===== config.mk =====
export PLATFORM = sky130hd
export DESIGN_NAME = cd_7seg_scan_ctrl
export DESIGN_NICKNAME = d
export VERILOG_FILES = /design/src/rtl/cd_7seg_pkg.sv /design/src/rtl/cd_bcd7seg_dec.sv /design/src/rtl/cd_7seg_scan_ctrl.sv
export SDC_FILE = /design/constraint.sdc
export NUM_CORES = 1
export LEC_CHECK = 0
export BUFFER_PORTS_ARGS = -buffer_cell sky130_fd_sc_hd__buf_2
export CAP_MARGIN = 0
export CORE_MARGIN = 3
export CORE_UTILIZATION = 54
export DETAILED_ROUTE_END_ITERATION = 6
export PLACE_DENSITY = 0.77
export SYNTH_ARGS = -nofsm -noshare
export SYNTH_HDL_FRONTEND = slang
export SYNTH_SLANG_ARGS = --single-unit

===== constraint.sdc =====
create_clock -name clk -period 5.3 [get_ports clk]
set_input_delay 1.06 -clock clk [delete_from_list [all_inputs] [get_ports clk]]
set_output_delay 1.06 -clock clk [all_outputs]
set_load 0.02 [all_outputs]

===== src/rtl/cd_7seg_pkg.sv =====
// Shared types and segment encodings for the 7-segment scan controller.
// Segment vectors are active-low with bit 0 = segment a through bit 6 = segment g.
package cd_7seg_pkg;

  typedef enum logic [1:0] {
    IDLE = 2'd0,
    DEAD = 2'd1,
    ON   = 2'd2
  } scan_state_t;

  localparam logic [6:0] SEG_OFF = 7'h7F;

  localparam logic [6:0] SEG_0 = 7'h40;
  localparam logic [6:0] SEG_1 = 7'h79;
  localparam logic [6:0] SEG_2 = 7'h24;
  localparam logic [6:0] SEG_3 = 7'h30;
  localparam logic [6:0] SEG_4 = 7'h19;
  localparam logic [6:0] SEG_5 = 7'h12;
  localparam logic [6:0] SEG_6 = 7'h02;
  localparam logic [6:0] SEG_7 = 7'h78;
  localparam logic [6:0] SEG_8 = 7'h00;
  localparam logic [6:0] SEG_9 = 7'h10;

  // Non-decimal codes 10..15 render as a dark digit.
  function automatic logic [6:0] seg_pattern(input logic [3:0] code);
    logic [6:0] pat;
    case (code)
      4'd0:    pat = SEG_0;
      4'd1:    pat = SEG_1;
      4'd2:    pat = SEG_2;
      4'd3:    pat = SEG_3;
      4'd4:    pat = SEG_4;
      4'd5:    pat = SEG_5;
      4'd6:    pat = SEG_6;
      4'd7:    pat = SEG_7;
      4'd8:    pat = SEG_8;
      4'd9:    pat = SEG_9;
      default: pat = SEG_OFF;
    endcase
    return pat;
  endfunction

endpackage


===== src/rtl/cd_bcd7seg_dec.sv =====
// BCD to active-low 7-segment decoder with a forced-blank input.
// Purely combinational, zero latency; no flow control.
module cd_bcd7seg_dec
  import cd_7seg_pkg::*;
(
  input  logic [3:0] bcd,
  input  logic       blank,
  output logic [6:0] seg
);

  always_comb begin
    seg = SEG_OFF;
    if (!blank) seg = seg_pattern(bcd);
  end

endmodule


===== src/rtl/cd_7seg_scan_ctrl.sv =====
// Double-buffered, time-multiplexed scan controller for a common-anode N-digit display.
// Registered outputs change on the edge that enters each DEAD/ON phase; no backpressure, load is fire-and-forget.
module cd_7seg_scan_ctrl
  import cd_7seg_pkg::*;
#(
  parameter int N_DIGITS  = 4,
  parameter int DIGIT_CYC = 100000,
  parameter int DEAD_CYC  = 1000,
  parameter int CNT_W     = 17
) (
  input  logic                  clk,
  input  logic                  rst_n,
  input  logic                  en,
  input  logic                  load,
  input  logic [4*N_DIGITS-1:0] digits_in,
  input  logic [N_DIGITS-1:0]   dp_in,
  input  logic                  lz_blank,
  output logic [N_DIGITS-1:0]   an,
  output logic [6:0]            seg,
  output logic                  dp,
  output logic                  upd_ack,
  output logic                  frame_done
);

  localparam int IDX_W = (N_DIGITS > 1) ? $clog2(N_DIGITS) : 1;

  localparam logic [CNT_W-1:0] DEAD_LAST = CNT_W'(DEAD_CYC - 1);
  localparam logic [CNT_W-1:0] SLOT_LAST = CNT_W'(DIGIT_CYC - 1);
  localparam logic [IDX_W-1:0] IDX_LAST  = IDX_W'(N_DIGITS - 1);

  scan_state_t                state;
  logic [CNT_W-1:0]           cnt;
  logic [IDX_W-1:0]           idx;

  logic                       pend;
  logic [N_DIGITS-1:0][3:0]   pend_dig;
  logic [N_DIGITS-1:0]        pend_dp;
  logic [N_DIGITS-1:0][3:0]   act_dig;
  logic [N_DIGITS-1:0]        act_dp;

  logic [N_DIGITS-1:0]        lz_blk;
  logic [N_DIGITS-1:0]        an_lit;
  logic [6:0]                 dec_seg;
  logic                       wrap;
  logic                       xfer;

  // A digit is a leading zero only if it and every digit above it are zero.
  always_comb begin : lz_scan
    logic nz_above;
    nz_above = 1'b0;
    lz_blk   = '0;
    for (int k = N_DIGITS - 1; k >= 0; k--) begin
      nz_above  = nz_above | (act_dig[k] != 4'd0);
      lz_blk[k] = lz_blank && (k != 0) && !nz_above;
    end
  end

  always_comb begin
    an_lit      = '1;
    an_lit[idx] = 1'b0;
  end

  cd_bcd7seg_dec u_dec (
    .bcd   (act_dig[idx]),
    .blank (lz_blk[idx]),
    .seg   (dec_seg)
  );

  assign wrap = en && (state == ON) && (cnt == SLOT_LAST) && (idx == IDX_LAST);
  assign xfer = (state == IDLE) || wrap;

  always_ff @(posedge clk or negedge rst_n) begin
    if (!rst_n) begin
      state      <= IDLE;
      cnt        <= '0;
      idx        <= '0;
      an         <= '1;
      seg        <= SEG_OFF;
      dp         <= 1'b1;
      frame_done <= 1'b0;
    end else begin
      frame_done <= wrap;
      an         <= '1;
      seg        <= SEG_OFF;
      dp         <= 1'b1;
      if (!en) begin
        state <= IDLE;
        cnt   <= '0;
        idx   <= '0;
      end else begin
        case (state)
          IDLE: begin
            state <= DEAD;
            cnt   <= '0;
            idx   <= '0;
          end
          DEAD: begin
            cnt <= cnt + CNT_W'(1);
            if (cnt == DEAD_LAST) begin
              state <= ON;
              an    <= an_lit;
              seg   <= dec_seg;
              dp    <= ~act_dp[idx];
            end
          end
          ON: begin
            if (cnt == SLOT_LAST) begin
              state <= DEAD;
              cnt   <= '0;
              idx   <= (idx == IDX_LAST) ? '0 : idx + IDX_W'(1);
            end else begin
              cnt <= cnt + CNT_W'(1);
              an  <= an_lit;
              seg <= dec_seg;
              dp  <= ~act_dp[idx];
            end
          end
          default: state <= IDLE;
        endcase
      end
    end
  end

  // A load that lands on a transfer edge goes straight to the active frame.
  always_ff @(posedge clk or negedge rst_n) begin
    if (!rst_n) begin
      pend     <= 1'b0;
      pend_dig <= '0;
      pend_dp  <= '0;
      act_dig  <= '0;
      act_dp   <= '0;
      upd_ack  <= 1'b0;
    end else begin
      upd_ack <= 1'b0;
      if (xfer && (load || pend)) begin
        act_dig <= load ? digits_in : pend_dig;
        act_dp  <= load ? dp_in : pend_dp;
        pend    <= 1'b0;
        upd_ack <= 1'b1;
      end else if (load) begin
        pend_dig <= digits_in;
        pend_dp  <= dp_in;
        pend     <= 1'b1;
      end
    end
  end

endmodule

# Word level (Yosys, flattened, before mapping)

Memories as Yosys holds them, arrays and structs flattened.
Cells that the tools add are included.

Register bits: 76
Latch bits: 0
Memory bits (writable): 0
Memory bits (read-only): 112
Bits of input ports: 25
Output and inout port bits: 14
Logic and storage cells: 94
Memories: 1

Memories:

| memory          | words | bits a word | rd ports | clocked after memory_dff | wr ports | line              | text |
|---|---|---|---|---|---|---|---|
| (no name shown) | 16    | 7           | 1        | 0                        | 0        | cd_7seg_pkg.sv:27 | `case (code)` |

Add/sub/neg operators: 2
Multiply operators: 0
Divide/modulo/power cells: 0
Order comparisons: 2
Equal/unequal tests: 9
Shift-type cells: 0
Mux-type cells: 37
Bitwise operators: 4
Reductions and logical operators: 20

Operator list:

| cell                                                                         | number |
|---|---|
| 17-bit case mux with 3 select lines                                          | 1 |
| 17-bit 2-to-1 mux                                                            | 2 |
| 7-bit 2-to-1 mux                                                             | 4 |
| 4-bit 2-to-1 mux                                                             | 5 |
| 17-bit by 1-bit adder with 17-bit output, second input constant              | 1 |
| 17-bit by 10-bit equality test with 1-bit output, second input constant      | 1 |
| 17-bit equality test, second input constant                                  | 1 |
| 16-bit 2-to-1 mux                                                            | 1 |
| 7-bit case mux with 2 select lines                                           | 1 |
| 2-bit 2-to-1 mux                                                             | 6 |
| 4-bit nonzero test                                                           | 3 |
| 1-bit 2-to-1 mux                                                             | 9 |
| 4-bit binary-select mux with 2-bit select                                    | 1 |
| 1-bit logical AND                                                            | 8 |
| 4-bit case mux with 2 select lines                                           | 1 |
| 2-bit case mux with 3 select lines                                           | 1 |
| 1-bit binary-select mux with 2-bit select                                    | 2 |
| 2-bit equality test, second input constant                                   | 2 |
| 4-bit by 1-bit != test with 1-bit output, second input constant              | 1 |
| 4-bit NOT                                                                    | 1 |
| 2-bit case mux with 2 select lines                                           | 1 |
| 2-bit AND reduction                                                          | 2 |
| 1-bit zero test                                                              | 3 |
| 2-bit by 3-bit less-than comparator with 1-bit output, second input constant | 1 |
| other kinds (13)                                                             | 15 |

# Depth between registers and ports, before layout

Gate-level depths: netlist of the first run.

Depth in word-level cells: 11
Gate-level depth with buffers: 9
Mapped depth without buffers: 8

# Hierarchy

From an unflattened synthesis of the first run, not the netlist that was laid out.

Cells, all modules: 591
Area total of the unflattened synthesis: 5303.8 µm²

Modules (own cells, without submodules):

| module            | times used | cells each | area an instance (µm²) | seq. area each (µm²) |
|---|---|---|---|---|
| cd_7seg_scan_ctrl | 1          | 558        | 5067.4                 | 1916.8 |
| cd_bcd7seg_dec    | 1          | 33         | 236.5                  | 0.0 |

# Least setup slack after synthesis of the first run

Ideal clock, no wire load.

Path kind: input to register
Start point: in en
End point: reg cnt[16]
Library setup time: 133 ps
Arrival time: 2396 ps
Required time: 5167 ps
Path slack: 2771 ps
Stages on the path: 7
Path buffers: 1
Cell sequence: clkbuf_1 -> nor4b_2 -> nor3_1 -> nand4_1 -> nor2_1 -> xnor2_1 -> nor2_1

Word-level cells in the longest chain between the ends: 1
Elaborated cells between the ends (all ways): 2
Classes of those cells: 1 x eq/ne; 1 x mux

Ends and longest elaborated chain:

| element                                                                                               | line                     | text |
|---|---|---|
| from (decl)                                                                                           | cd_7seg_scan_ctrl.sv:13  | `input logic en,` |
| 4-bit by 1-bit != test with 1-bit output (no source line) / 17-bit 2-to-1 mux (equally long branches) | -                        |  |
| to (signal assigned)                                                                                  | cd_7seg_scan_ctrl.sv:98  | `cnt <= cnt + CNT_W'(1);` |
| to (signal assigned)                                                                                  | cd_7seg_scan_ctrl.sv:112 | `cnt <= cnt + CNT_W'(1);` |
| to (decl)                                                                                             | cd_7seg_scan_ctrl.sv:32  | `logic [CNT_W-1:0] cnt;` |

Several ways; a longest one is shown, not always the timed one.
A chain may end at the register's enable or synchronous reset.

# Worst setup path after layout of the first run

Start point: reg cnt[13]
End point: reg pend_dp[1]

Word-level cells in the longest chain between the ends: 5

Ends and longest elaborated chain:

| element                        | line                     | text |
|---|---|---|
| 17-bit equality test           | cd_7seg_scan_ctrl.sv:69  | `assign wrap = en && (state == ON) && (cnt == SLOT_LAST) && (idx == IDX_LAST);` |
| 1-bit logical AND (2 in a row) | cd_7seg_scan_ctrl.sv:69  |  |
| 1-bit logical OR               | cd_7seg_scan_ctrl.sv:70  | `assign xfer = (state == IDLE) \|\| wrap;` |
| 1-bit logical AND              | cd_7seg_scan_ctrl.sv:135 | `if (xfer && (load \|\| pend)) begin` |
| to (signal assigned)           | cd_7seg_scan_ctrl.sv:142 | `pend_dp <= dp_in;` |
| to (decl)                      | cd_7seg_scan_ctrl.sv:37  | `logic [N_DIGITS-1:0] pend_dp;` |

No other way between the ends.

==> summary.md, run 1 <==
| Metric | Value |
|---|---|
| Outcome | `finished clean` |
| Largest net degree at the start of global routing | `48` |
| Total of max-cap violations | `0` |
| Worst vdd ir | `0.000198 V` |
| RSZ-0062 raised after global routing | `no` |
| Worst path max stage delay | `0.61 ns` |
| Depth of the worst hold-timing path | `1` |
| DIE HEIGHT | `91.9 um` |
| Post-synth EDFFs | `0` |
| Fmax | `333 MHz` |
| Final setup vio count | `0` |
| DR iter-0 viols | `180` |
| Vias in the first global route | `2,895` |
| Fin crit share | `56.7%` |
| Met3 Resource Use GR | `3.61%` |
| CTS clock-pin slew for the worst setup and hold paths | `0.08 ns` |
| Die Footprint | `8450 um^2` |
| # diodes | `0` |
| FP Rows | `30` |
| R2R Setup Slk | `2.30 ns` |
| Sequential area share after synthesis | `48.1%` |
| Total power divided by cell area | `350 nW/um^2` |
| Vias | `2,989` |
| Core Region | `6980 um^2` |
| Layout Utilization | `63.6%` |
| Num Clock Sinks | `76` |
| CP endpoint kind | `register` |
| Clk_skew | `0.0119 ns` |
| Post-CTS setup buffers | `0` |
| Lkg Pwr | `1.90 nW` |
| Unique cell type count in the Yosys netlist | `44` |
| CP Launch Type | `register` |
| Net Count, Synth | `430` |
| Crit path DAT | `3.22 ns` |
| Post-Synthesis Cell Area | `3990 um^2` |
| Final ANT Viol Nets | `0` |
| Period minus WS final | `3.00 ns` |
| Area grow syn2layout | `11.5%` |
| WL/cell | `15.0 um` |
| Filler cell count | `565` |
| Worst slew margin | `36.6%` |
| Routed WL | `7770 um` |
| Grt met2 use | `31.9%` |
| Initial antenna violation count | `0` |
| Flop and latch count out of synthesis | `76` |
| Final RePlAce weighted congestion | `0.865` |
| Critical path type | `register to register` |
| Layout cell share with drive strength beyond 1 | `18.7%` |
| Critical Path, Cell by Cell | `or4_4, nor4_4, a41oi_1, and2_1, mux2_1` |
| Worst slew pin tran | `0.950 ns` |
| Worst-path cell with the longest stage delay | `nor4_4` |
| M1 GR Usage | `25.6%` |
| Worst-Skew Late Latency | `0.35 ns` |
| DP HPWL | `5410 um` |
| NumNets Final | `457` |
| Final Hold Fails | `0` |
| Die Width | `91.9 um` |
| Clk root buf | `clkbuf_8` |
| Area occupied by multi-input gates | `1930 um^2` |
| Yosys Warn Count | `0` |
| Overflow after GRT | `0` |
| Register area | `1920 um^2` |
| Mapped Avg Cell Area | `10.2 um^2` |
| Port bufs | `38` |
| Slew Viols, Final | `0` |
| Min-delay worst type | `register to register` |
| Via/cell ratio | `5.76` |
| TritonCTS clock tree | `yes` |
| H-tree Lvls | `3` |
| Ys flop type | `dfrtp_1` |
| Ports | `39` |
| R2R depth | `5` |
| CP max FO | `20` |
| Initial Util | `57.1%` |
| Total CTS buffers | `9` |
| Clock Path Buffers | `2` |
| Residual DRC | `0` |
| CTS Hold Bufs | `0` |
| First-pass GRT wire length | `13,300 um` |
| Setup TNS | `0 ns` |
| Worst Path Required | `5.52 ns` |
| Synth Instances | `391` |
| 1st-pass router iterations | `5` |
| Asr flop ratio synth | `100%` |
| Post-CTS Resized | `0` |
| Busiest layer in global routing | `met2` |
| All-layer global routing usage | `19.5%` |
## registers in the layout (all words and copies together) (netlist names), 2 cells and up
name / cells
act_dig: 16
act_dp: 4
an: 4
cnt: 17
idx: 2
pend_dig: 16
pend_dp: 4
seg: 7
state: 2
## cell type report
| cell class | count | share of cell area, % |
|---|---|---|
| timing repair buffer | 40 | 4.62 |
| sequential | 76 | 43.1 |
| tap | 96 | 2.70 |
| clock buffer | 9 | 2.79 |
| clock inverter | 7 | 2.28 |
| multi-input combinational | 278 | 43.4 |
| inverter | 13 | 1.10 |
## metrics by stage
step | cells | hold slack [ns] | cell area [um^2] | worst slack (ns) | total power, mW
after CTS | 519 | 0.492 | 4440 | 2.26 | 1.57
after floorplan | 391 | 0.444 | 3990 | 2.77 | 0.985
final | 519 | 0.487 | 4440 | 2.30 | 1.55
after global routing | 519 | 0.501 | 4440 | 2.10 | 1.65
after global placement | 503 | 0.462 | 4220 | 2.36 | 1.06
after detailed placement | 503 | 0.474 | 4220 | 2.30 | 1.08
## routing by layer
metal / up-vias / share of wire [%]
met3: 11 / 3.7
li1: 1443 / -
met1: 1450 / 46
met4: 0 / 1.4
met2: 85 / 49
met5: - / 0
## worst paths after layout
path                               from      endpoint
setup reg to reg                cnt[13]    pend_dp[1]
hold / removal             pend_dig[12]  pend_dig[12]
max in group asynchronous         rst_n        cnt[4]
setup / recovery                cnt[13]    pend_dp[1]
min in group asynchronous         rst_n   pend_dig[5]
hold reg to reg            pend_dig[12]  pend_dig[12]
## cell usage in the layout (no fill, tap or decap), types with 2 or more instances in the layout
cell type	synthesis	final
inv_1	13	13
clkinvlp_4	0	2
and4_1	2	2
dfrtp_1	64	64
a21oi_1	12	12
and2_1	4	4
mux2_1	20	20
xnor2_1	5	5
dfstp_2	12	12
nor4_1	4	4
a31oi_1	5	5
o21ai_0	46	46
mux4_2	4	4
clkbuf_8	0	9
o31ai_1	4	4
nand4_1	2	2
or4_1	4	4
nand3_1	15	15
a41oi_1	4	4
nand4b_1	3	3
nor2b_1	3	3
nor2_1	22	22
nand2_1	43	43
clkinv_4	0	3
ha_1	14	14
buf_2	5	38
nor3_1	9	9
o21a_1	2	2
bufinv_16	0	2
nand2b_1	8	8
xor2_1	4	4
and3_1	2	2
buf_4	0	2
mux2i_1	23	23
## worst max-delay path, delay by kind of cell (launching register included)
family	cells	cell delay (ns)
flops	1	0.43
mux	1	0.46
simple gates	3	1.73
compound gates	1	0.25
## logic make-up (layout without fill, tap and decap cells)
family	Yosys count	count (layout)	share of synthesized area, %
XOR/XNOR	9	9	1.98
flip-flops	76	76	48.1
AND/OR/NAND/NOR	128	128	16.6
AO/OA/AOI/OAI	79	79	11.3
multiplexers	48	48	14.0
buffers and inverters	37	69	3.64
adder cells (fa/ha/maj)	14	14	4.40
## report_power, final
part / internal [mW] / leakage [nW] / switching, mW
logic: 0.132 / 0.853 / 0.181
clock network: 0.267 / 0.106 / 0.220
registers: 0.692 / 0.937 / 0.0618
## Yosys cell counts, drive strengths merged (4+ instances only)
library cell | number | area share, %
mux2 | 21 | 5.9
a41oi | 4 | 0.88
nand3 | 15 | 1.9
nor3 | 9 | 1.1
nand2 | 43 | 4.1
ha | 14 | 4.4
xor2 | 4 | 0.88
and2 | 4 | 0.63
clkbuf | 19 | 1.8
dfstp | 12 | 7.9
dfrtp | 64 | 40
mux4 | 4 | 2.3
a31oi | 5 | 0.78
o21ai | 46 | 5.8
o31ai | 4 | 0.75
inv | 13 | 1.2
nor4 | 5 | 1.2
xnor2 | 5 | 1.1
nand2b | 8 | 1.3
or4 | 5 | 1.0
a21oi | 12 | 1.5
buf | 5 | 0.63
mux2i | 23 | 5.8
nor2 | 22 | 2.1
Note: power is estimated with default switching activity, not from simulation.
==> run 2: changes to the inputs <==
--- a/config.mk
+++ b/config.mk
@@ -8,9 +8,9 @@
 export BUFFER_PORTS_ARGS = -buffer_cell sky130_fd_sc_hd__buf_2
 export CAP_MARGIN = 0
 export CORE_MARGIN = 3
-export CORE_UTILIZATION = 54
+export CORE_UTILIZATION = 53
 export DETAILED_ROUTE_END_ITERATION = 6
-export PLACE_DENSITY = 0.77
+export PLACE_DENSITY = 0.79
 export SYNTH_ARGS = -nofsm -noshare
 export SYNTH_HDL_FRONTEND = slang
 export SYNTH_SLANG_ARGS = --single-unit
==> constraint.sdc (replaced) <==
create_clock -name clk -period 2.5 [get_ports clk]
set_input_delay 0.5 -clock clk [delete_from_list [all_inputs] [get_ports clk]]
set_output_delay 0.5 -clock clk [all_outputs]
set_load 0.02 [all_outputs]
==> summary.md, run 2 (synthesis results as in run 1) <==
| Metric | Value |
|---|---|
| DP HPWL | `5840 um` |
| CP Launch Type | `register` |
| Cell Area, Placed | `4320 um^2` |
| Max FFs per register | `17` |
| Clock share of power | `33.2%` |
| Num Clock Sinks | `76` |
| Worst Path Required | `2.73 ns` |
| Initial Util | `56.5%` |
| Switch Pwr | `1.01 mW` |
| Outcome | `finished clean` |
| Fin crit share | `95.6%` |
| Die Footprint | `8600 um^2` |
| Clock Path Buffers | `2` |
| Commonest cells after routing, fill and taps aside | `dfrtp_1 (64), o21ai_0 (46), nand2_1 (43), buf_2 (38), mux2i_1 (23)` |
| DIE HEIGHT | `92.7 um` |
| Total CTS buffers | `9` |
| Total of max-cap violations | `0` |
| Filler cell count | `577` |
| Via/cell ratio | `5.72` |
| Lkg Pwr | `1.98 nW` |
| Worst hold margin | `0.183 ns` |
| # diodes | `0` |
| FP Rows | `30` |
| Final instance area | `4570 um^2` |
| NumNets Final | `469` |
| Most common library cell in the layout ignoring fill and taps | `dfrtp_1` |
| Clk root buf | `clkbuf_8` |
| Port bufs | `38` |
| CTS Hold Bufs | `0` |
| CTS clock-pin slew for the worst setup and hold paths | `0.08 ns` |
| Die Width | `92.7 um` |
| Initial antenna violation count | `0` |
| TritonCTS clock tree | `yes` |
| Crit path DAT | `2.62 ns` |
| CP endpoint kind | `register` |
| Total power divided by cell area | `753 nW/um^2` |
| WL/cell | `15.1 um` |
| Largest registers | `cnt (17), act_dig (16), pend_dig (16)` |
| Layout cell share with drive strength beyond 1 | `20.9%` |
| Vias | `3,036` |
| First-pass GRT wire length | `14,100 um` |
| Ports | `39` |
| Largest net degree at the start of global routing | `42` |
| Fmax | `418 MHz` |
| Post-CTS Resized | `0` |
| Final ANT Viol Nets | `0` |
| Clk_skew | `0.00979 ns` |
| Final RePlAce weighted congestion | `0.848` |
| Routed WL | `8040 um` |
| CP max FO | `20` |
| Worst slew margin | `48.7%` |
| Comb power frac | `20.1%` |
| Final Hold Fails | `0` |
| DR iter-0 viols | `157` |
| Worst-Skew Late Latency | `0.35 ns` |
| Worst vdd ir | `0.000339 V` |
| All-layer global routing usage | `20.5%` |
| Final setup vio count | `0` |
| Critical path type | `register to register` |
| Residual DRC | `0` |
| Post-CTS setup buffers | `0` |
| RSZ-0062 raised after global routing | `no` |
| Sw Ratio | `29.3%` |
| Overflow after GRT | `0` |
| Area grow syn2layout | `14.6%` |
| H-tree Lvls | `3` |
| Int Power | `2.43 mW` |
| Register area | `1920 um^2` |
| Seq pwr share | `46.7%` |
| Pwr Total | `3.44 mW` |
| Vias in the first global route | `3,055` |
| Core Region | `7060 um^2` |
| Worst slew pin tran | `0.764 ns` |
| 1st-pass router iterations | `4` |
| Area occupied by multi-input gates | `1930 um^2` |
| Period minus WS final | `2.39 ns` |
| Min-delay worst type | `primary input to asynchronous set/reset pin` |
| Setup TNS | `0 ns` |
| Biggest register | `cnt` |
| Slew Viols, Final | `0` |
run 2: changes by cell type in the layout (fill, tap and decap cells not counted):
cell | before | now
clkinv_2 | 0 | 1
clkinv_4 | 3 | 1
clkinvlp_4 | 2 | 0
buf_12 | 0 | 1
inv_6 | 0 | 2
buf_4 | 2 | 13
bufinv_16 | 2 | 3
run 2: path summary, 6_finish.rpt:
path / from / to / slack (ns) / depth (start not counted)
worst min-delay path: rst_n / pend_dig[1] / 0.18 / 1
worst max register to register: cnt[13] / pend_dig[7] / 0.11 / 6
min in group clk: digits_in[4] / pend_dig[4] / 0.37 / 2
worst min register to register: act_dp[2] / act_dp[2] / 0.49 / 2
max in group asynchronous: rst_n / cnt[15] / 1.57 / 2
worst max-delay path: cnt[13] / pend_dig[7] / 0.11 / 6
run 2: power by group through the flow:
| stage | clock network, mW | registers (mW) | logic, mW |
|---|---|---|---|
| finish | 1.14 | 1.61 | 0.692 |
| global route | 1.22 | 1.64 | 0.784 |
| CTS | 1.15 | 1.60 | 0.697 |
| detailed placement | 0 | 1.63 | 0.686 |
| global placement | 0 | 1.61 | 0.654 |
| floorplan | 0 | 1.61 | 0.481 |
run 2: layer usage:
metal | GRT usage (%) | vias up | wire length (um)
met3 | 4.71 | 21 | 418
met1 | 26.6 | 1463 | 3420
met2 | 33.2 | 93 | 4000
met5 | 0 | - | 0
li1 | - | 1459 | -
met4 | 8.79 | 0 | 203
run 2: area by class of cell:
type	count	area share (%)
repair buffers	52	6.74
inverters	13	1.07
multi-input cells	278	42.2
clock inverters	7	2.66
well taps	96	2.63
clock buffers	9	2.71
flip-flops and latches	76	42.0
run 2: critical path, stage by stage, from the launching register on:
cell     delay (ns)
dfrtp_1        0.42
or4_4          0.57
nor4_4         0.33
a41oi_1        0.19
and2_1         0.19
buf_4          0.22
mux2_1         0.35
run 2: through the flow:
stage | utilization [%] | worst slack [ns] | std cells
floorplan | - | 0.250 | 391
global placement | 61.2 | 0.171 | 515
detailed placement | 61.2 | 0.106 | 515
CTS | 64.7 | 0.102 | 531
global route | 64.7 | 0.00290 | 531
finish | 64.7 | 0.110 | 531
